`src/rtl/ifetch_pkg.sv`:
```
// -----------------------------------------------------------------------------
// ifetch_pkg
// Shared types and constants for the instruction fetch stage:
//   fetch_state_e  - fetch FSM states (BOOT, RUN, FLUSH)
//   OPC_OP_IMM/OPC_OP - the two ALU opcodes the downstream decoder handles
//   INSTR_W/PC_STEP   - instruction width and sequential PC increment
//   q_entry_t      - instruction queue entry {instr, pc, illegal}
//   is_illegal()   - classifies a word the decoder cannot execute
// -----------------------------------------------------------------------------
package ifetch_pkg;

    typedef enum logic [1:0] {
        BOOT  = 2'd0,
        RUN   = 2'd1,
        FLUSH = 2'd2
    } fetch_state_e;

    localparam int          INSTR_W    = 32;
    localparam logic [31:0] PC_STEP    = 32'd4;
    localparam logic [6:0]  OPC_OP_IMM = 7'b0010011;
    localparam logic [6:0]  OPC_OP     = 7'b0110011;

    typedef struct packed {
        logic [INSTR_W-1:0] instr;
        logic [31:0]        pc;
        logic               illegal;
    } q_entry_t;

    // Anything that is not a 32-bit encoding of OP-IMM or OP is illegal
    // for the ALU-only decoder.
    function automatic logic is_illegal(input logic [INSTR_W-1:0] w);
        return (w[1:0] != 2'b11) ||
               ((w[6:0] != OPC_OP_IMM) && (w[6:0] != OPC_OP));
    endfunction

endpackage

```
`src/rtl/ifetch_fifo.sv`:
```
// -----------------------------------------------------------------------------
// ifetch_fifo
// Small synchronous FIFO with flush, used both as the instruction queue and
// as the FIFO of issued PCs that pairs each memory response with its address.
// The head entry is read combinationally from the storage array.
// Ports:
//   clk, rst_n  - clock, asynchronous active-low reset (clears pointers/count)
//   i_push      - write i_data (ignored when full or flushing)
//   i_pop       - drop the head entry (ignored when empty or flushing)
//   i_flush     - empty the FIFO; wins over push and pop
//   i_data      - write data
//   o_head      - current head entry (meaningful when o_count != 0)
//   o_count     - number of stored entries
// -----------------------------------------------------------------------------
module ifetch_fifo #(
    parameter int W     = 32,
    parameter int DEPTH = 2,
    parameter int CNT_W = 3
) (
    input  logic             clk,
    input  logic             rst_n,
    input  logic             i_push,
    input  logic             i_pop,
    input  logic             i_flush,
    input  logic [W-1:0]     i_data,
    output logic [W-1:0]     o_head,
    output logic [CNT_W-1:0] o_count
);

    localparam int             PTR_W = (DEPTH > 1) ? $clog2(DEPTH) : 1;
    localparam logic [PTR_W-1:0] LAST = PTR_W'(DEPTH - 1);

    logic [W-1:0]     r_mem [DEPTH];
    logic [PTR_W-1:0] r_wr_ptr;
    logic [PTR_W-1:0] r_rd_ptr;
    logic [CNT_W-1:0] r_count;
    logic             w_push;
    logic             w_pop;

    // Pointers wrap explicitly so DEPTH need not be a power of two.
    function automatic logic [PTR_W-1:0] ptr_inc(input logic [PTR_W-1:0] p);
        return (p == LAST) ? '0 : p + 1'b1;
    endfunction

    assign w_push = i_push && !i_flush && (r_count < CNT_W'(DEPTH));
    assign w_pop  = i_pop && !i_flush && (r_count != '0);

    always_ff @(posedge clk or negedge rst_n) begin
        if (!rst_n) begin
            r_wr_ptr <= '0;
            r_rd_ptr <= '0;
            r_count  <= '0;
        end else if (i_flush) begin
            r_wr_ptr <= '0;
            r_rd_ptr <= '0;
            r_count  <= '0;
        end else begin
            if (w_push) r_wr_ptr <= ptr_inc(r_wr_ptr);
            if (w_pop)  r_rd_ptr <= ptr_inc(r_rd_ptr);
            case ({w_push, w_pop})
                2'b10:   r_count <= r_count + 1'b1;
                2'b01:   r_count <= r_count - 1'b1;
                default: r_count <= r_count;
            endcase
        end
    end

    always_ff @(posedge clk) begin
        if (w_push) r_mem[r_wr_ptr] <= i_data;
    end

    assign o_head  = r_mem[r_rd_ptr];
    assign o_count = r_count;

endmodule

```
`src/rtl/instr_fetch.sv`:
```
// -----------------------------------------------------------------------------
// instr_fetch
// Instruction fetch stage: owns the PC, issues word reads to instruction
// memory, queues returned instructions in order and hands them to the
// decoder over valid/ready. A redirect flushes queued instructions and
// marks every in-flight read to be discarded when it returns.
// Ports:
//   clk, rst_n            - clock, asynchronous active-low reset
//   imem_req/imem_addr    - read request and word-aligned address
//   imem_rvalid/imem_rdata- in-order read responses
//   redirect_valid/_pc    - restart fetch at redirect_pc (bits [1:0] dropped)
//   instr_valid/ready     - decoder handshake
//   instr/instr_pc        - instruction word and its PC (hold when empty)
//   instr_illegal         - only with IFETCH_ILLEGAL_CHK_EN defined: head
//                           instruction is not an OP/OP-IMM ALU op
// Build option: define IFETCH_ILLEGAL_CHK_EN to add instr_illegal.
// -----------------------------------------------------------------------------
module instr_fetch
    import ifetch_pkg::*;
#(
    parameter logic [31:0] RESET_PC = 32'h0000_0000,
    parameter int          DEPTH    = 2,
    parameter int          CNT_W    = 3
) (
    input  logic        clk,
    input  logic        rst_n,
    output logic        imem_req,
    output logic [31:0] imem_addr,
    input  logic        imem_rvalid,
    input  logic [31:0] imem_rdata,
    input  logic        redirect_valid,
    input  logic [31:0] redirect_pc,
    output logic        instr_valid,
    input  logic        instr_ready,
    output logic [31:0] instr,
`ifdef IFETCH_ILLEGAL_CHK_EN
    output logic        instr_illegal,
`endif
    output logic [31:0] instr_pc
);

    fetch_state_e     r_state;
    fetch_state_e     w_state_nxt;
    logic [31:0]      r_pc;
    logic [31:0]      w_redir_pc;
    logic [CNT_W-1:0] r_kill;
    logic [CNT_W-1:0] w_kill_nxt;
    logic [CNT_W-1:0] w_outstanding;
    logic [CNT_W-1:0] w_out_nxt;
    logic [CNT_W-1:0] w_count;
    logic [CNT_W:0]   w_inflight;
    logic             w_rsp;
    logic             w_keep;
    logic             w_drop;
    logic             w_pop_q;
    logic [31:0]      w_rsp_pc;
    logic [31:0]      w_head_instr;
    logic [31:0]      w_head_pc;
    logic [31:0]      r_instr;
    logic [31:0]      r_instr_pc;

    assign w_redir_pc = redirect_pc & ~32'h3;

    // Issue is capped on outstanding + buffered so a response always has
    // a queue slot waiting for it.
    assign w_inflight = {1'b0, w_outstanding} + {1'b0, w_count};
    assign imem_req   = (r_state != BOOT) && (w_inflight < (CNT_W+1)'(DEPTH));
    assign imem_addr  = r_pc;

    // A response with nothing outstanding is a protocol error and is ignored.
    assign w_rsp   = imem_rvalid && (w_outstanding != '0);
    assign w_drop  = w_rsp && (r_kill != '0);
    assign w_keep  = w_rsp && (r_kill == '0) && !redirect_valid;
    assign w_pop_q = instr_valid && instr_ready && !redirect_valid;

    assign w_out_nxt = w_outstanding + CNT_W'(imem_req) - CNT_W'(w_rsp);

    always_comb begin
        w_kill_nxt  = r_kill;
        w_state_nxt = r_state;
        // Every read still in flight after this cycle belongs to the old
        // path, including one issued in the redirect cycle itself.
        if (redirect_valid)  w_kill_nxt = w_out_nxt;
        else if (w_drop)     w_kill_nxt = r_kill - 1'b1;
        case (r_state)
            BOOT:    w_state_nxt = RUN;
            RUN:     if (redirect_valid && (w_kill_nxt != '0)) w_state_nxt = FLUSH;
            FLUSH:   if (w_kill_nxt == '0) w_state_nxt = RUN;
            default: w_state_nxt = BOOT;
        endcase
    end

    always_ff @(posedge clk or negedge rst_n) begin
        if (!rst_n) begin
            r_state <= BOOT;
            r_kill  <= '0;
            r_pc    <= RESET_PC;
        end else begin
            r_state <= w_state_nxt;
            r_kill  <= w_kill_nxt;
            if (redirect_valid) r_pc <= w_redir_pc;
            else if (imem_req)  r_pc <= r_pc + PC_STEP;
        end
    end

    // Issued PCs; its occupancy is the outstanding-read count, and killed
    // reads pop it too so pairing stays aligned.
    ifetch_fifo #(.W(32), .DEPTH(DEPTH), .CNT_W(CNT_W)) u_pc_fifo (
        .clk     (clk),
        .rst_n   (rst_n),
        .i_push  (imem_req),
        .i_pop   (w_rsp),
        .i_flush (1'b0),
        .i_data  (r_pc),
        .o_head  (w_rsp_pc),
        .o_count (w_outstanding)
    );

`ifdef IFETCH_ILLEGAL_CHK_EN
    localparam int Q_W = $bits(q_entry_t);
    q_entry_t w_q_in;
    q_entry_t w_q_head;
    logic     r_illegal;

    assign w_q_in       = '{instr: imem_rdata, pc: w_rsp_pc, illegal: is_illegal(imem_rdata)};
    assign w_head_instr = w_q_head.instr;
    assign w_head_pc    = w_q_head.pc;

    always_ff @(posedge clk or negedge rst_n) begin
        if (!rst_n)           r_illegal <= 1'b0;
        else if (instr_valid) r_illegal <= w_q_head.illegal;
    end

    assign instr_illegal = instr_valid ? w_q_head.illegal : r_illegal;
`else
    localparam int Q_W = 2 * INSTR_W;
    logic [Q_W-1:0] w_q_in;
    logic [Q_W-1:0] w_q_head;

    assign w_q_in       = {imem_rdata, w_rsp_pc};
    assign w_head_instr = w_q_head[Q_W-1:32];
    assign w_head_pc    = w_q_head[31:0];
`endif

    ifetch_fifo #(.W(Q_W), .DEPTH(DEPTH), .CNT_W(CNT_W)) u_instr_q (
        .clk     (clk),
        .rst_n   (rst_n),
        .i_push  (w_keep),
        .i_pop   (w_pop_q),
        .i_flush (redirect_valid),
        .i_data  (w_q_in),
        .o_head  (w_q_head),
        .o_count (w_count)
    );

    assign instr_valid = (w_count != '0);

    // Keep the last presented head so outputs hold steady while empty.
    always_ff @(posedge clk or negedge rst_n) begin
        if (!rst_n) begin
            r_instr    <= '0;
            r_instr_pc <= '0;
        end else if (instr_valid) begin
            r_instr    <= w_head_instr;
            r_instr_pc <= w_head_pc;
        end
    end

    assign instr    = instr_valid ? w_head_instr : r_instr;
    assign instr_pc = instr_valid ? w_head_pc    : r_instr_pc;

    a_no_spurious_rvalid: assert property (
        @(posedge clk) disable iff (!rst_n) imem_rvalid |-> (w_outstanding != '0)
    );

endmodule

```
`config.mk`:
```
export PLATFORM = sky130hd
export DESIGN_NAME = instr_fetch
export DESIGN_NICKNAME = d
export VERILOG_FILES = /design/src/rtl/ifetch_pkg.sv /design/src/rtl/ifetch_fifo.sv /design/src/rtl/instr_fetch.sv
export SDC_FILE = /design/constraint.sdc
export NUM_CORES = 1
export LEC_CHECK = 0
export BUFFER_PORTS_ARGS = -buffer_cell sky130_fd_sc_hd__buf_2
export CORE_MARGIN = 4
export CORE_UTILIZATION = 35
export CTS_CLUSTER_DIAMETER = 40
export DETAILED_ROUTE_END_ITERATION = 8
export PLACE_DENSITY_LB_ADDON = 0.08
export REMOVE_ABC_BUFFERS = 1
export SYNTH_ARGS = -nofsm -noshare
export SYNTH_HDL_FRONTEND = slang
export SYNTH_SLANG_ARGS = --single-unit
```
`constraint.sdc`:
```
create_clock -name clk -period 10.05 [get_ports clk]
set_clock_uncertainty 0.2 [all_clocks]
set_input_delay 1.005 -clock clk [delete_from_list [all_inputs] [get_ports clk]]
set_output_delay 1.005 -clock clk [all_outputs]
set_load 0.005 [all_outputs]
```
* Word level (Yosys, flattened, before mapping)
Memory sizes are Yosys's and may differ from the RTL's.
Cells that the tools add are included.
** Operators by class
- $add $sub $neg :: 13
- $lt $le $gt $ge :: 3
- Equality and inequality tests :: 8
- Muxes and demuxes :: 24
- Reduce and logical (&&, ||, !) cells :: 29
** Operators by type and width (number)
- 32-bit two-way mux :: 4
- 32-bit by 3-bit adder with 32-bit output, second input constant :: 1
- 3-bit nonzero test :: 5
- 1-bit logical AND :: 14
- 1-bit two-way mux :: 12
- 3-bit one-hot mux with 2 select lines :: 2
- 2-bit nonzero test :: 5
- 3-bit two-way mux :: 3
- 3-bit by 1-bit subtractor with 3-bit output, second input constant :: 3
- 3-bit by 1-bit adder with 3-bit output, second input constant :: 2
- 2-bit by 1-bit == test with 1-bit output, second input constant :: 3
- 2-bit == test, second input constant :: 3
- 3-bit zero test :: 2
- 3-bit by 2-bit < comparator with 1-bit output, second input constant :: 2
- 2-bit one-hot mux with 3 select lines :: 1
- 1-bit adder, second input constant :: 4
- 3-bit by 3-bit adder with 4-bit output :: 1
- 4-bit by 2-bit < comparator with 1-bit output, second input constant :: 1
- 2-bit two-way mux :: 2
- 2-bit inequality test, second input constant :: 2
- 3-bit by 1-bit adder with 3-bit output :: 1
- 3-bit by 1-bit subtractor with 3-bit output :: 1
- 2-bit zero test :: 1
- 2-bit AND reduction :: 1
- 1-bit zero test :: 1
** Word-level totals
- Register bits after elaboration :: 111
- Memory bits (writable) :: 192
- Input port bits :: 69
- Output and inout bits :: 98
- Word-level logic and storage cells :: 90
- Memories :: 2
** Memory list
- u_instr_q.r_mem :: words 2, width 64, rd ports 1, clocked after memory_dff 0, write ports 1, line ifetch_fifo.sv:33 : logic [W-1:0] r_mem [DEPTH];
- u_pc_fifo.r_mem :: words 2, width 32, rd ports 1, clocked after memory_dff 0, write ports 1, line ifetch_fifo.sv:33

* Longest topological paths before layout
Gate-level depths: netlist of the first run.
- Depth in word-level cells :: 10
- Depth in mapped cells :: 12

* By module
Synthesis of the first run repeated with hierarchy kept, for this count alone.
** Second synthesis, totals
- Cell total of the unflattened synthesis :: 789
- Area total of the unflattened synthesis :: 12441.9 sq um
** Modules (own cells, without submodules)
- ifetch_fifo at u_instr_q :: instances 1, cells each 239, area each 4997.3 sq um, sequential area each 3968.8 sq um
- instr_fetch :: instances 1, cells each 410, area each 4757.1 sq um, sequential area each 2477.4 sq um
- ifetch_fifo at u_pc_fifo :: instances 1, cells each 140, area each 2687.6 sq um, sequential area each 2047.0 sq um

* Worst setup path after synthesis of the first run
No wires, ideal clock.
- Path kind :: input-to-reg
- Start point :: input redirect_valid
- End point :: memory u_instr_q.r_mem[0][10] (netlist bit), enable pin
- Library setup time :: 638 ps
- Arrival time :: 7238 ps
- Required time :: 9212 ps
- Path slack :: 1974 ps
- Stages on the path :: 2
- Path through :: clkbuf_1 > nor4_1
** Between the ends
- Longest elaborated chain between the ends :: 6
** Ends and longest elaborated chain
- start: declaration :: line instr_fetch.sv:31 : input logic redirect_valid,
- 1-bit zero test (*) :: line ifetch_fifo.sv:45, instr_fetch.sv:73
- 1-bit logical AND :: line instr_fetch.sv:73 : assign w_keep = w_rsp && (r_kill == '0) && !redirect_valid;
- 1-bit logical AND (*) (2 in series) :: line ifetch_fifo.sv:45 : assign w_push = i_push && !i_flush && (r_count < CNT_W'(DEPTH));
- 1-bit two-way mux (*) :: line ifetch_fifo.sv:69 : if (w_push) r_mem[r_wr_ptr] <= i_data;
- 1-bit two-way mux (not written as such) (*) :: line ifetch_fifo.sv:69
- end: declaration :: line ifetch_fifo.sv:33
Mark *: on every way between the ends. The rest lies on a longest branch, timed or not.

* Final worst setup path of the first run
- Start point :: register u_pc_fifo.r_count[1], in the netlist u_pc_fifo.o_count[1]
- End point :: output imem_req
** Between the ends
- Longest elaborated chain between the ends :: 3
** Ends and longest elaborated chain
- start: declaration :: line ifetch_fifo.sv:36 : logic [CNT_W-1:0] r_count;
- start signal: assignment :: line ifetch_fifo.sv:61 : 2'b10: r_count <= r_count + 1'b1;
- start signal: assignment :: line ifetch_fifo.sv:62 : 2'b01: r_count <= r_count - 1'b1;
- start signal: assignment :: line ifetch_fifo.sv:63 : default: r_count <= r_count;
- 3-bit by 3-bit adder with 4-bit output :: line instr_fetch.sv:66 : assign w_inflight = {1'b0, w_outstanding} + {1'b0, w_count};
- 4-bit by 2-bit < comparator with 1-bit output :: line instr_fetch.sv:67 : assign imem_req = (r_state != BOOT) && (w_inflight < (CNT_W+1)'(DEPTH));
- 1-bit logical AND :: line instr_fetch.sv:67
- end: declaration :: line instr_fetch.sv:27 : output logic imem_req,
No other way between the ends.

==> results of run 1 <==
worst min-delay path, cell delays in order (launching register included):
cell,delay [ns]
sky130_fd_sc_hd__dfrtp_1,0.36
sky130_fd_sc_hd__inv_1,0.05
sky130_fd_sc_hd__nor2_1,0.04
flip-flops by register name, summed over array words and instances (netlist names):
register            flops
u_instr_q.r_mem       124
imem_addr              30
u_pc_fifo.r_rd_ptr      1
r_kill                  3
r_instr                32
u_instr_q.r_rd_ptr      1
u_pc_fifo.o_count       3
u_pc_fifo.r_wr_ptr      1
u_instr_q.r_wr_ptr      1
u_pc_fifo.r_mem        60
u_instr_q.o_count       3
r_instr_pc             32
r_state                 2
area by class of cell:
| class | instances | area, sq um | share of cell area (%) |
|---|---|---|---|
| timing repair buffer | 170 | 873 | 5.97 |
| multi-input combinational | 456 | 3170 | 21.6 |
| inverter | 18 | 67.6 | 0.462 |
| clock inverter | 24 | 407 | 2.78 |
| tap | 442 | 553 | 3.78 |
| clock buffer | 61 | 1310 | 8.94 |
| sequential | 293 | 8260 | 56.4 |
through the flow:
step           hold slack [ns]  total power, mW  instances
6_report                 0.284             4.75       1464
5_1_grt                  0.301             5.07       1464
4_1_cts                  0.282             4.84       1464
3_5_place_dp             0.274             3.08       1379
3_3_place_gp             0.277             3.06       1379
2_1_floorplan            0.261             2.53        767
cells by family after synthesis:
family	count (synthesis)	share of synthesized area, %
compound gates	115	5.82
xor+xnor	28	2.11
fa+ha+maj	13	1.66
buf+inv	54	1.84
flops	293	71.1
mux	101	9.08
other cells	1	0.0323
simple gates	197	8.39
layer usage:
layer	routed length [microns]	global-route usage (%)	vias up
met1	12000	19.8	3377
met5	13	0	-
met2	12900	24.7	169
li1	-	-	3338
met4	586	4.25	2
met3	1260	3.28	47
power breakdown:
part	internal, mW	total, mW	switching (mW)	leakage (nW)
Clock	1.17	1.73	0.553	0.828
Sequential	1.57	1.71	0.143	2.90
Combinational	0.537	1.31	0.771	1.73
Total	3.28	4.75	1.47	5.46
worst max path at each step:
stage	cells past startpoint	startpoint	endpoint	slack (ns)
6_report	6	u_pc_fifo.o_count[1]	imem_req	5.98
5_1_grt	6	u_pc_fifo.o_count[1]	imem_req	5.77
4_1_cts	6	u_pc_fifo.o_count[1]	imem_req	5.91
3_5_place_dp	12	u_pc_fifo.o_count[1]	r_state[1]	6.12
3_3_place_gp	12	u_pc_fifo.o_count[1]	r_state[1]	6.13
2_1_floorplan	1	redirect_valid	u_instr_q.r_mem[0][10]	2.09
synth_stat cells, types with 9 or more instances:
| cell | n |
|---|---|
| sky130_fd_sc_hd__mux2i_1 | 66 |
| sky130_fd_sc_hd__xnor2_1 | 15 |
| sky130_fd_sc_hd__mux2_2 | 35 |
| sky130_fd_sc_hd__ha_1 | 9 |
| sky130_fd_sc_hd__a21oi_1 | 65 |
| sky130_fd_sc_hd__nor2_1 | 86 |
| sky130_fd_sc_hd__dfrtp_1 | 109 |
| sky130_fd_sc_hd__nand4_1 | 16 |
| sky130_fd_sc_hd__xor2_1 | 13 |
| sky130_fd_sc_hd__inv_1 | 17 |
| sky130_fd_sc_hd__edfxtp_1 | 184 |
| sky130_fd_sc_hd__nand3_1 | 15 |
| sky130_fd_sc_hd__buf_1 | 10 |
| sky130_fd_sc_hd__nand2_1 | 31 |
| sky130_fd_sc_hd__o21ai_0 | 17 |
| sky130_fd_sc_hd__clkbuf_1 | 21 |
==> impl_results.rst, run 1 <==
.. list-table::
   :header-rows: 1

   * - Metric
     - Value
   * - Routed vias
     - about 7,000
   * - Weighted congestion reported at the end of routability-driven placement
     - ~0.73
   * - Sum of overflow across all layers after global routing
     - 0
   * - Portion of synthesized cell area occupied by the leading cell type
     - 47.6%
   * - First-pass GRT wire length
     - roughly 42,000 microns
   * - Leakage power summed over all cells
     - between 5 and 6 nW
   * - Number of antenna violations at the first check in global routing
     - 1
   * - Htree depth
     - 2
   * - Finish-stage setup viols
     - 0
   * - CTS clock-pin slew for the worst setup and hold paths
     - approximately 0.050 ns
   * - Terminating pin of the worst hold path
     - r_instr_pc[0]
   * - Number of failing hold endpoints at the final stage
     - 0
   * - Flip-flop and latch count after synthesis
     - between 200 and 300
   * - Starting density of the core
     - a little over a third
   * - Post-synthesis sequential area ratio
     - 71.1%
   * - Critical path cell sequence
     - inv_1 > fa_1 > a311o_1 > and2_1 > nor2_1 > buf_2
   * - Total CTS buffers
     - between 40 and 50
   * - Fin worst setup slack
     - 5.98 ns
   * - Reg-to-reg slack, setup
     - between 6 and 7 ns
   * - Share of the cycle needed by the critical path after routing
     - between 40% and 50%
   * - ANT nets after route
     - 0
   * - Total negative slack
     - 0 ns
   * - Starting DRC count in detailed routing
     - 337
   * - Setup crit end kind
     - output pin
   * - Yosys warns
     - 0
   * - Via count of the first global-routing pass
     - around 7,200
   * - Number of core rows
     - 66
   * - CP Data Arrival Time
     - ~2.9 ns
   * - Pin count of the biggest net entering global routing
     - approximately 70
   * - Worst-case vdd ir drop
     - around 0.16 mV
   * - Ranking of synthesized cells by area
     - sky130_fd_sc_hd__edfxtp_1 (48%), sky130_fd_sc_hd__dfrtp_1 (23%), sky130_fd_sc_hd__mux2i_1 (5.7%), sky130_fd_sc_hd__mux2_2 (3.4%), sky130_fd_sc_hd__a21oi_1 (2.8%)
   * - Crit-path leading delay family
     - simple AND/OR/NAND/NOR gates
   * - Die X-Extent
     - 190 microns
   * - Worst Max-Slew Pin Slew
     - roughly 1 ns
   * - Proportion of register bits with asynchronous set or reset after synthesis
     - between 30% and 40%
   * - Post-Synthesis Cell Area
     - ~12,000 sq um
   * - Nature of the critical path startpoint
     - register
   * - Commonest cells after routing, fill and taps aside
     - sky130_fd_sc_hd__edfxtp_1 (184), sky130_fd_sc_hd__buf_2 (161), sky130_fd_sc_hd__dfrtp_1 (108)
   * - RSZ-0062 raised after global routing
     - false
   * - Sinks on Clock Net
     - about 300
   * - Fraction of final layout cells sized beyond drive strength 1
     - between 20% and 30%
   * - Buffers and inverters on the worst path
     - 2
   * - Skew-Pair Late Insertion Delay
     - 0.53 ns
   * - Cell area after placement
     - roughly 13,000 sq um
   * - Cell area after layout
     - approximately 15,000 sq um
   * - Count of buffers from port buffering
     - roughly 160
   * - Required arrival time at the worst endpoint
     - just under 9 ns
   * - CTS tree
     - yes
   * - Max frequency
     - 245 MHz
   * - Pins over their slew limit
     - 0
   * - Half-perimeter wire length after placement
     - roughly 17,000 microns
   * - Tightest slew margin relative to the limit
     - between 30% and 40%
   * - Number of filler instances in the final layout
     - 3,023
   * - Drt via density
     - ~4.7
   * - Area growth from synthesis to final layout
     - 26.0%
   * - Die outline area
     - around 36,000 sq um
   * - Top-level I/O count
     - between 150 and 200
   * - Cts-stage hold buffer count
     - 0
   * - EDFF count, synth
     - around 180
   * - Worst Min Path Start
     - r_instr_pc[0]
   * - Worst min path class
     - register to register
   * - Library cell occupying the most area in the post-synthesis netlist
     - sky130_fd_sc_hd__edfxtp_1
   * - Worst stage delay on the critical path
     - 0.48 ns
   * - GRT Resource Usage Total
     - 14.9%
   * - Core area
     - between 30,000 and 40,000 sq um
   * - Placement-stage worst setup slack
     - about 6 ns
   * - DRC violation count after routing
     - 0
   * - Sum of routed wire length over all layers
     - 26,800 microns
   * - Antenna cells
     - 0
   * - Critical Setup Path Class
     - register to output pin
   * - Synth unique cells
     - between 50 and 60
   * - Core Util, Final
     - 44.9%
   * - # Post-CTS Setup Buffers
     - 0
   * - Highest net fanout along the worst path
     - 6
   * - Gate Count Post-Synth
     - approximately 800
   * - Slowest cell on crit path
     - sky130_fd_sc_hd__fa_1
   * - Reg-to-Reg Start
     - u_pc_fifo.o_count[1]
   * - Total of max-cap violations
     - 0
   * - Buffers from clock root to sink, at most
     - 3
   * - Cells on Worst Hold Path
     - 2
   * - Initial DRT Pass Iterations
     - 4
   * - Routed wirelength normalized by instance count
     - ~18 microns
   * - Outcome
     - finished, final reports clean
   * - Number of cells on the worst reg-to-reg path
     - 12
   * - Minimum clock period after layout
     - approximately 4.1 ns
   * - Reg-to-reg critical path endpoint
     - r_state[1]
   * - Most used flip-flop cell after synthesis
     - sky130_fd_sc_hd__edfxtp_1
   * - Final net count
     - ~1,100
   * - Buffer cell driving the clock tree root
     - sky130_fd_sc_hd__clkbuf_16
   * - CTS-repair resized insts
     - 0
   * - Post-Syn Area per Cell
     - 14.5 sq um
   * - Die Y
     - ~190 microns
   * - Most common cell after layout, fill and taps aside
     - sky130_fd_sc_hd__edfxtp_1
   * - Power per unit of standard cell area
     - roughly 320 nW/um^2
Power figures use the tool's default switching activity.
==> run 2, diff against run 1 <==
clock period = 4.15 ns   (was 10.05 ns; I/O delays follow)
==> impl_results.rst, run 2 (synthesis results as in run 1) <==
.. list-table::
   :header-rows: 1

   * - Metric
     - Value
   * - Htree depth
     - 2 (unchanged)
   * - Fraction of final layout cells sized beyond drive strength 1
     - 27.9% (-1.6 points)
   * - Final net count
     - 1,131 (+6.0%)
   * - Weighted congestion reported at the end of routability-driven placement
     - 0.783 (+7.3%)
   * - GRT Resource Usage Total
     - 15.2% (+0.33 points)
   * - Sum of overflow across all layers after global routing
     - 0 (unchanged)
   * - Die X-Extent
     - 190 microns (unchanged)
   * - Pins over their slew limit
     - 0 (unchanged)
   * - Cells on Worst Hold Path
     - 4 (+2)
   * - Critical Setup Path Class
     - register to register
   * - Worst Max-Slew Pin Slew
     - 0.893 ns (-0.0846 ns)
   * - Tightest slew margin relative to the limit
     - 40.4% (+5.6 points)
   * - Starting density of the core
     - 35.6% (unchanged)
   * - Crit-path leading delay family
     - adder cells
   * - Power per unit of standard cell area
     - 737 nW/um^2 (+130%)
   * - Finish-stage setup viols
     - 0 (unchanged)
   * - Total of max-cap violations
     - 0 (unchanged)
   * - Highest net fanout along the worst path
     - 5 (-1)
   * - Number of filler instances in the final layout
     - 2,993 (-0.99%)
   * - Skew-Pair Late Insertion Delay
     - 0.53 ns (about the same)
   * - Number of core rows
     - 66 (unchanged)
   * - Routed vias
     - 7,164 (+3.3%)
   * - Buffers and inverters on the worst path
     - 2 (unchanged)
   * - Drt via density
     - 4.69 (-0.87%)
   * - Minimum clock period after layout
     - about 3.5 ns
   * - Top-level I/O count
     - 167 (unchanged)
   * - DRC violation count after routing
     - 0 (unchanged)
   * - Number of antenna violations at the first check in global routing
     - 0 (-1)
   * - Most common cell after layout, fill and taps aside
     - sky130_fd_sc_hd__edfxtp_1
   * - Cell area after layout
     - 15,100 sq um (+3.2%)
   * - Count of buffers from port buffering
     - 162 (unchanged)
   * - Total negative slack
     - 0 ns (unchanged)
   * - Max frequency
     - 284 MHz
   * - Slowest cell on crit path
     - sky130_fd_sc_hd__fa_1
   * - Outcome
     - finished, final reports clean
   * - Via count of the first global-routing pass
     - 7,393 (+2.3%)
   * - Core area
     - 32,600 sq um (unchanged)
   * - Commonest cells after routing, fill and taps aside
     - sky130_fd_sc_hd__edfxtp_1 (184), sky130_fd_sc_hd__buf_2 (161), sky130_fd_sc_hd__dfrtp_1 (108)
   * - CTS tree
     - yes
   * - CP Data Arrival Time
     - 3.73 ns (+0.86 ns)
   * - Post-layout power
     - 11.1 mW (+130%)
   * - Largest registers
     - u_instr_q.r_mem: 124 flops, u_pc_fifo.r_mem: 60 flops
   * - Worst Min Path Start
     - redirect_pc[31]
   * - Critical path cell sequence
     - inv_1 > fa_1 > a311o_1 > and2_1 > nor2_1 > ha_1 > inv_1 > fa_1 > nand2b_1 > o311a_1 > o211ai_1 > o211a_1
   * - Crit. path cell count
     - 12 (+6)
   * - CTS clock-pin slew for the worst setup and hold paths
     - 0.05 ns (about the same)
   * - Area growth from synthesis to final layout
     - 30.0%
   * - Biggest register
     - u_instr_q.r_mem
   * - Worst min path class
     - input pin to register
   * - Routed wirelength normalized by instance count
     - 17.9 microns (-2.3%)
   * - # placed instances
     - 1,385 (+0.44%)
   * - Nature of the critical path startpoint
     - register
   * - Leakage power summed over all cells
     - 5.65 nW (+3.4%)
   * - Worst stage delay on the critical path
     - 0.48 ns (about the same)
   * - Starting DRC count in detailed routing
     - 375 (+11%)
   * - Total CTS buffers
     - 45 (-2.2%)
   * - Initial DRT Pass Iterations
     - 4 (unchanged)
   * - Reg-to-Reg Start
     - u_pc_fifo.o_count[1]
   * - Final standard cell count with taps included and fillers excluded
     - 1,526 (+4.2%)
   * - First-pass GRT wire length
     - 42,700 microns (+2.2%)
   * - Sinks on Clock Net
     - 293 (unchanged)
   * - Setup crit end kind
     - register
   * - Number of failing hold endpoints at the final stage
     - 0 (unchanged)
   * - Die outline area
     - 36,200 sq um (unchanged)
   * - Buffers from clock root to sink, at most
     - 3 (unchanged)
   * - RSZ-0062 raised after global routing
     - false
   * - Final worst hold slack
     - 0.0253 ns (-0.258 ns)
   * - Required arrival time at the worst endpoint
     - 4.35 ns (-4.50 ns)
   * - Pin count of the biggest net entering global routing
     - 64 (-5.9%)
   * - Die Y
     - 190 microns (unchanged)
   * - Number of cells on the worst reg-to-reg path
     - 12 (unchanged)
   * - Worst-case vdd ir drop
     - 0.338 mV (+110%)
   * - Setup crit start
     - u_pc_fifo.o_count[1]
   * - Half-perimeter wire length after placement
     - 17,000 microns (+2.5%)
   * - Sum of routed wire length over all layers
     - 27,300 microns (+1.8%)
   * - ANT nets after route
     - 0 (unchanged)
   * - Cell area after placement
     - 13,000 sq um (+0.74%)
   * - Reg-to-reg slack, setup
     - 0.63 ns (-5.53 ns)
   * - Buffer cell driving the clock tree root
     - sky130_fd_sc_hd__clkbuf_16
   * - Number of flip-flops under the largest register name
     - 124 (unchanged)
   * - Antenna cells
     - 0 (unchanged)
   * - Share of the cycle needed by the critical path after routing
     - 84.9%
[run 2: layout make-up]
class | count | area (sq um) | share of cell area, %
clock inverter | 28 | 298 | 1.97
multi-input combinational | 456 | 3170 | 21.0
inverter | 18 | 67.6 | 0.447
sequential | 293 | 8260 | 54.7
tap | 442 | 553 | 3.66
clock buffer | 54 | 1200 | 7.95
timing repair buffer | 235 | 1560 | 10.3
[run 2: layer usage]
layer / wire length [microns] / vias to the layer above / share of wire (%) / GRT usage, %
met2: 13000 / 188 / 47 / 24.7
met1: 12300 / 3474 / 45 / 20.5
met5: 0 / - / 0 / 0
li1: - / 3459 / - / -
met4: 612 / 0 / 2.2 / 4.72
met3: 1470 / 43 / 5.4 / 3.30
[run 2: final timing paths]
kind | end
worst min register to register | r_instr_pc[1]
max in group asynchronous | u_instr_q.r_rd_ptr
worst max-delay path | r_state[1]
worst max register to register | r_state[1]
worst min-delay path | imem_addr[31]
min in group asynchronous | r_instr[5]
[run 2: what timing repair did]
action	4_1_cts	5_1_grt
buffers inserted	0	0
endpoints found under the hold margin	148	0
setup endpoints to repair	0	0
resized for setup	0	0
hold buffers	59	0
[run 2: per-stage QoR]
step           util (%)  setup WS [ns]
2_1_floorplan         -          -3.72
3_3_place_gp       39.9          0.622
3_5_place_dp       39.9          0.623
4_1_cts            46.3          0.606
5_1_grt            46.3          0.430
6_report           46.3          0.626
[run 2: where the power goes]
group / switching (mW) / leakage [nW] / total, mW / internal, mW
logic: 1.92 / 2.02 / 3.29 / 1.38
clock network: 1.32 / 0.724 / 3.70 / 2.38
registers: 0.335 / 2.90 / 4.13 / 3.80
[run 2: worst min-delay path, cell delays in order]
cell	delay (ns)
sky130_fd_sc_hd__buf_2	0.10
sky130_fd_sc_hd__nand2_1	0.05
sky130_fd_sc_hd__o41ai_1	0.05
sky130_fd_sc_hd__a31o_1	0.09
==> run 3, diff against run 2 <==
clock period = 3.6 ns   (was 4.15 ns; I/O delays follow)
==> impl_results.rst, run 3 (synthesis results as in run 1) <==
.. list-table::
   :header-rows: 1

   * - Metric
     - Value
   * - Routed wirelength normalized by instance count
     - 17.6 microns (-1.8%)
   * - Minimum clock period after layout
     - 3.35 ns (-0.170 ns)
   * - Htree depth
     - 2 (unchanged)
   * - Max frequency
     - 298 MHz (+5.1%)
   * - Drt via density
     - 4.66 (-0.83%)
   * - Die outline area
     - 36,200 sq um (unchanged)
   * - First-pass GRT wire length
     - 42,500 microns (-0.39%)
   * - Cell area after placement
     - 13,100 sq um (+0.56%)
   * - Worst min path class
     - input pin to register
   * - Half-perimeter wire length after placement
     - 17,400 microns (+2.6%)
   * - CP Data Arrival Time
     - 3.58 ns (-0.15 ns)
   * - Number of flip-flops under the largest register name
     - 124 (unchanged)
   * - GRT Resource Usage Total
     - 15.0% (-0.17 points)
   * - Sinks on Clock Net
     - 293 (unchanged)
   * - Top-level I/O count
     - 167 (unchanged)
   * - Buffer cell driving the clock tree root
     - sky130_fd_sc_hd__clkbuf_16
   * - Count of buffers from port buffering
     - 162 (unchanged)
   * - Number of cells on the worst reg-to-reg path
     - 12 (unchanged)
   * - Buffers from clock root to sink, at most
     - 3 (unchanged)
   * - Fraction of final layout cells sized beyond drive strength 1
     - 28.6% (+0.79 points)
   * - Critical path's most frequent cell
     - sky130_fd_sc_hd__fa_1
   * - Starting density of the core
     - 35.6% (unchanged)
   * - Via count of the first global-routing pass
     - 7,370 (-0.31%)
   * - Biggest register
     - u_instr_q.r_mem
   * - Number of filler instances in the final layout
     - 2,997 (+0.13%)
   * - Leakage power summed over all cells
     - 5.75 nW (+1.9%)
   * - Worst stage delay on the critical path
     - 0.46 ns (-0.02 ns)
   * - Antenna cells
     - 0 (unchanged)
   * - Total of max-cap violations
     - 0 (unchanged)
   * - Largest registers
     - u_instr_q.r_mem: 124 flops, u_pc_fifo.r_mem: 60 flops
   * - Post-layout power
     - 13.1 mW (+18%)
   * - Sum of overflow across all layers after global routing
     - 0 (unchanged)
   * - # placed instances
     - 1,393 (+0.58%)
   * - ANT nets after route
     - 0 (unchanged)
   * - Finish-stage setup viols
     - 0 (unchanged)
   * - Final standard cell count with taps included and fillers excluded
     - 1,545 (+1.2%)
   * - Initial DRT Pass Iterations
     - 6 (+2)
   * - CTS tree
     - yes
   * - Highest net fanout along the worst path
     - 5 (unchanged)
   * - Skew-Pair Late Insertion Delay
     - 0.54 ns (about the same)
   * - Weighted congestion reported at the end of routability-driven placement
     - 0.767 (-2.0%)
   * - Setup crit end kind
     - register
   * - Most common cell after layout, fill and taps aside
     - sky130_fd_sc_hd__edfxtp_1
   * - Power per unit of standard cell area
     - 854 nW/um^2 (+16%)
   * - Total CTS buffers
     - 47 (+4.4%)
   * - Number of core rows
     - 66 (unchanged)
   * - RSZ-0062 raised after global routing
     - false
   * - Routed vias
     - 7,193 (+0.40%)
   * - Commonest cells after routing, fill and taps aside
     - sky130_fd_sc_hd__edfxtp_1 (184), sky130_fd_sc_hd__buf_2 (161), sky130_fd_sc_hd__dfrtp_1 (108)
   * - Sum of routed wire length over all layers
     - 27,200 microns (-0.58%)
   * - Slowest cell on crit path
     - sky130_fd_sc_hd__fa_1
   * - Total area of multi-input combinational cells
     - 3170 sq um (unchanged)
   * - Final worst hold slack
     - 0.0414 ns (+0.0160 ns)
   * - Number of antenna violations at the first check in global routing
     - 0 (unchanged)
   * - Cell area after layout
     - 15,300 sq um (+1.5%)
   * - Core area
     - 32,600 sq um (unchanged)
   * - Outcome
     - finished, final reports clean
   * - Nature of the critical path startpoint
     - register
   * - Area growth from synthesis to final layout
     - 32.0%
   * - Die Y
     - 190 microns (unchanged)
   * - CTS clock-pin slew for the worst setup and hold paths
     - 0.05 ns (about the same)
   * - Final net count
     - 1,146 (+1.3%)
   * - Critical Setup Path Class
     - register to register
   * - Worst Max-Slew Pin Slew
     - 0.779 ns (-0.115 ns)
   * - Pins over their slew limit
     - 0 (unchanged)
   * - Area used by sequential logic in the layout
     - 8260 sq um (unchanged)
   * - Cells on Worst Hold Path
     - 2 (-2)
   * - Pin count of the biggest net entering global routing
     - 128 (+100%)
   * - CTS-repair resized insts
     - 0 (unchanged)
   * - Starting DRC count in detailed routing
     - 285 (-24%)
   * - Die X-Extent
     - 190 microns (unchanged)
   * - Critical path cell sequence
     - nand2_1 > fa_1 > a311o_1 > and2_1 > nor2_1 > ha_1 > inv_1 > fa_1 > nand2b_1 > o311a_1 > o211ai_1 > o211a_1
   * - Share of the cycle needed by the critical path after routing
     - 93.2% (+8.3 points)
   * - Worst-case vdd ir drop
     - 0.434 mV (+28%)
   * - Number of failing hold endpoints at the final stage
     - 0 (unchanged)
   * - Tightest slew margin relative to the limit
     - 48.1% (+7.7 points)
   * - Required arrival time at the worst endpoint
     - 3.83 ns (-0.52 ns)
   * - DRC violation count after routing
     - 0 (unchanged)
==> run 3: path summary, 6_finish.rpt <==
check                                     start              endpoint  slack [ns]
setup / recovery           u_pc_fifo.o_count[0]            r_state[1]        0.25
hold / removal                   redirect_valid  u_instr_q.o_count[1]        0.04
setup reg to reg           u_pc_fifo.o_count[0]            r_state[1]        0.25
hold reg to reg                   r_instr_pc[0]         r_instr_pc[0]        0.28
max in group asynchronous                 rst_n           r_instr[21]        2.25
min in group asynchronous                 rst_n           r_instr[22]        0.09
==> run 3: final cells by class <==
cell class | instances | share of cell area, %
clock buffers | 55 | 8.06
clock inverters | 33 | 2.41
flip-flops and latches | 293 | 53.9
multi-input cells | 456 | 20.7
well taps | 442 | 3.61
inverters | 18 | 0.441
repair buffers | 248 | 11.0
==> run 3: per-stage QoR <==
| step | worst slack, ns | util [%] | setup TNS [ns] |
|---|---|---|---|
| detailed placement | 0.261 | 40.1 | 0 |
| global placement | 0.280 | 40.1 | 0 |
| floorplan | -4.27 | - | -280.81 |
| CTS | 0.247 | 47.0 | 0 |
| global route | 0.0944 | 47.0 | 0 |
| finish | 0.246 | 47.0 | 0 |
==> run 3: worst max-delay path: cells and delay by family, from the launching register on <==
family	cells	cell delay, ns
fa+ha+maj	3	1.05
flops	1	0.43
compound gates	4	0.93
simple gates	4	0.58
buf+inv	1	0.05
==> run 3: layer usage <==
metal	track usage, %	up-vias	share of wire, %
met4	4.36	0	1.7
met2	24.8	157	48
met3	2.97	44	4.6
li1	-	3502	-
met5	0	-	0
met1	20.3	3490	46
==> run 3: what timing repair did <==
action / in CTS / in global routing
hold buffers: 64 / 0
buffers inserted: 0 / 0
endpoints found under the hold margin: 167 / 0
endpoints found under the setup margin: 0 / 0
==> run 3: report_power, final <==
group | leakage (nW) | switching, mW | internal, mW
clock | 0.767 | 1.59 | 2.91
sequential | 2.90 | 0.397 | 4.38
combinational | 2.09 | 2.18 | 1.65
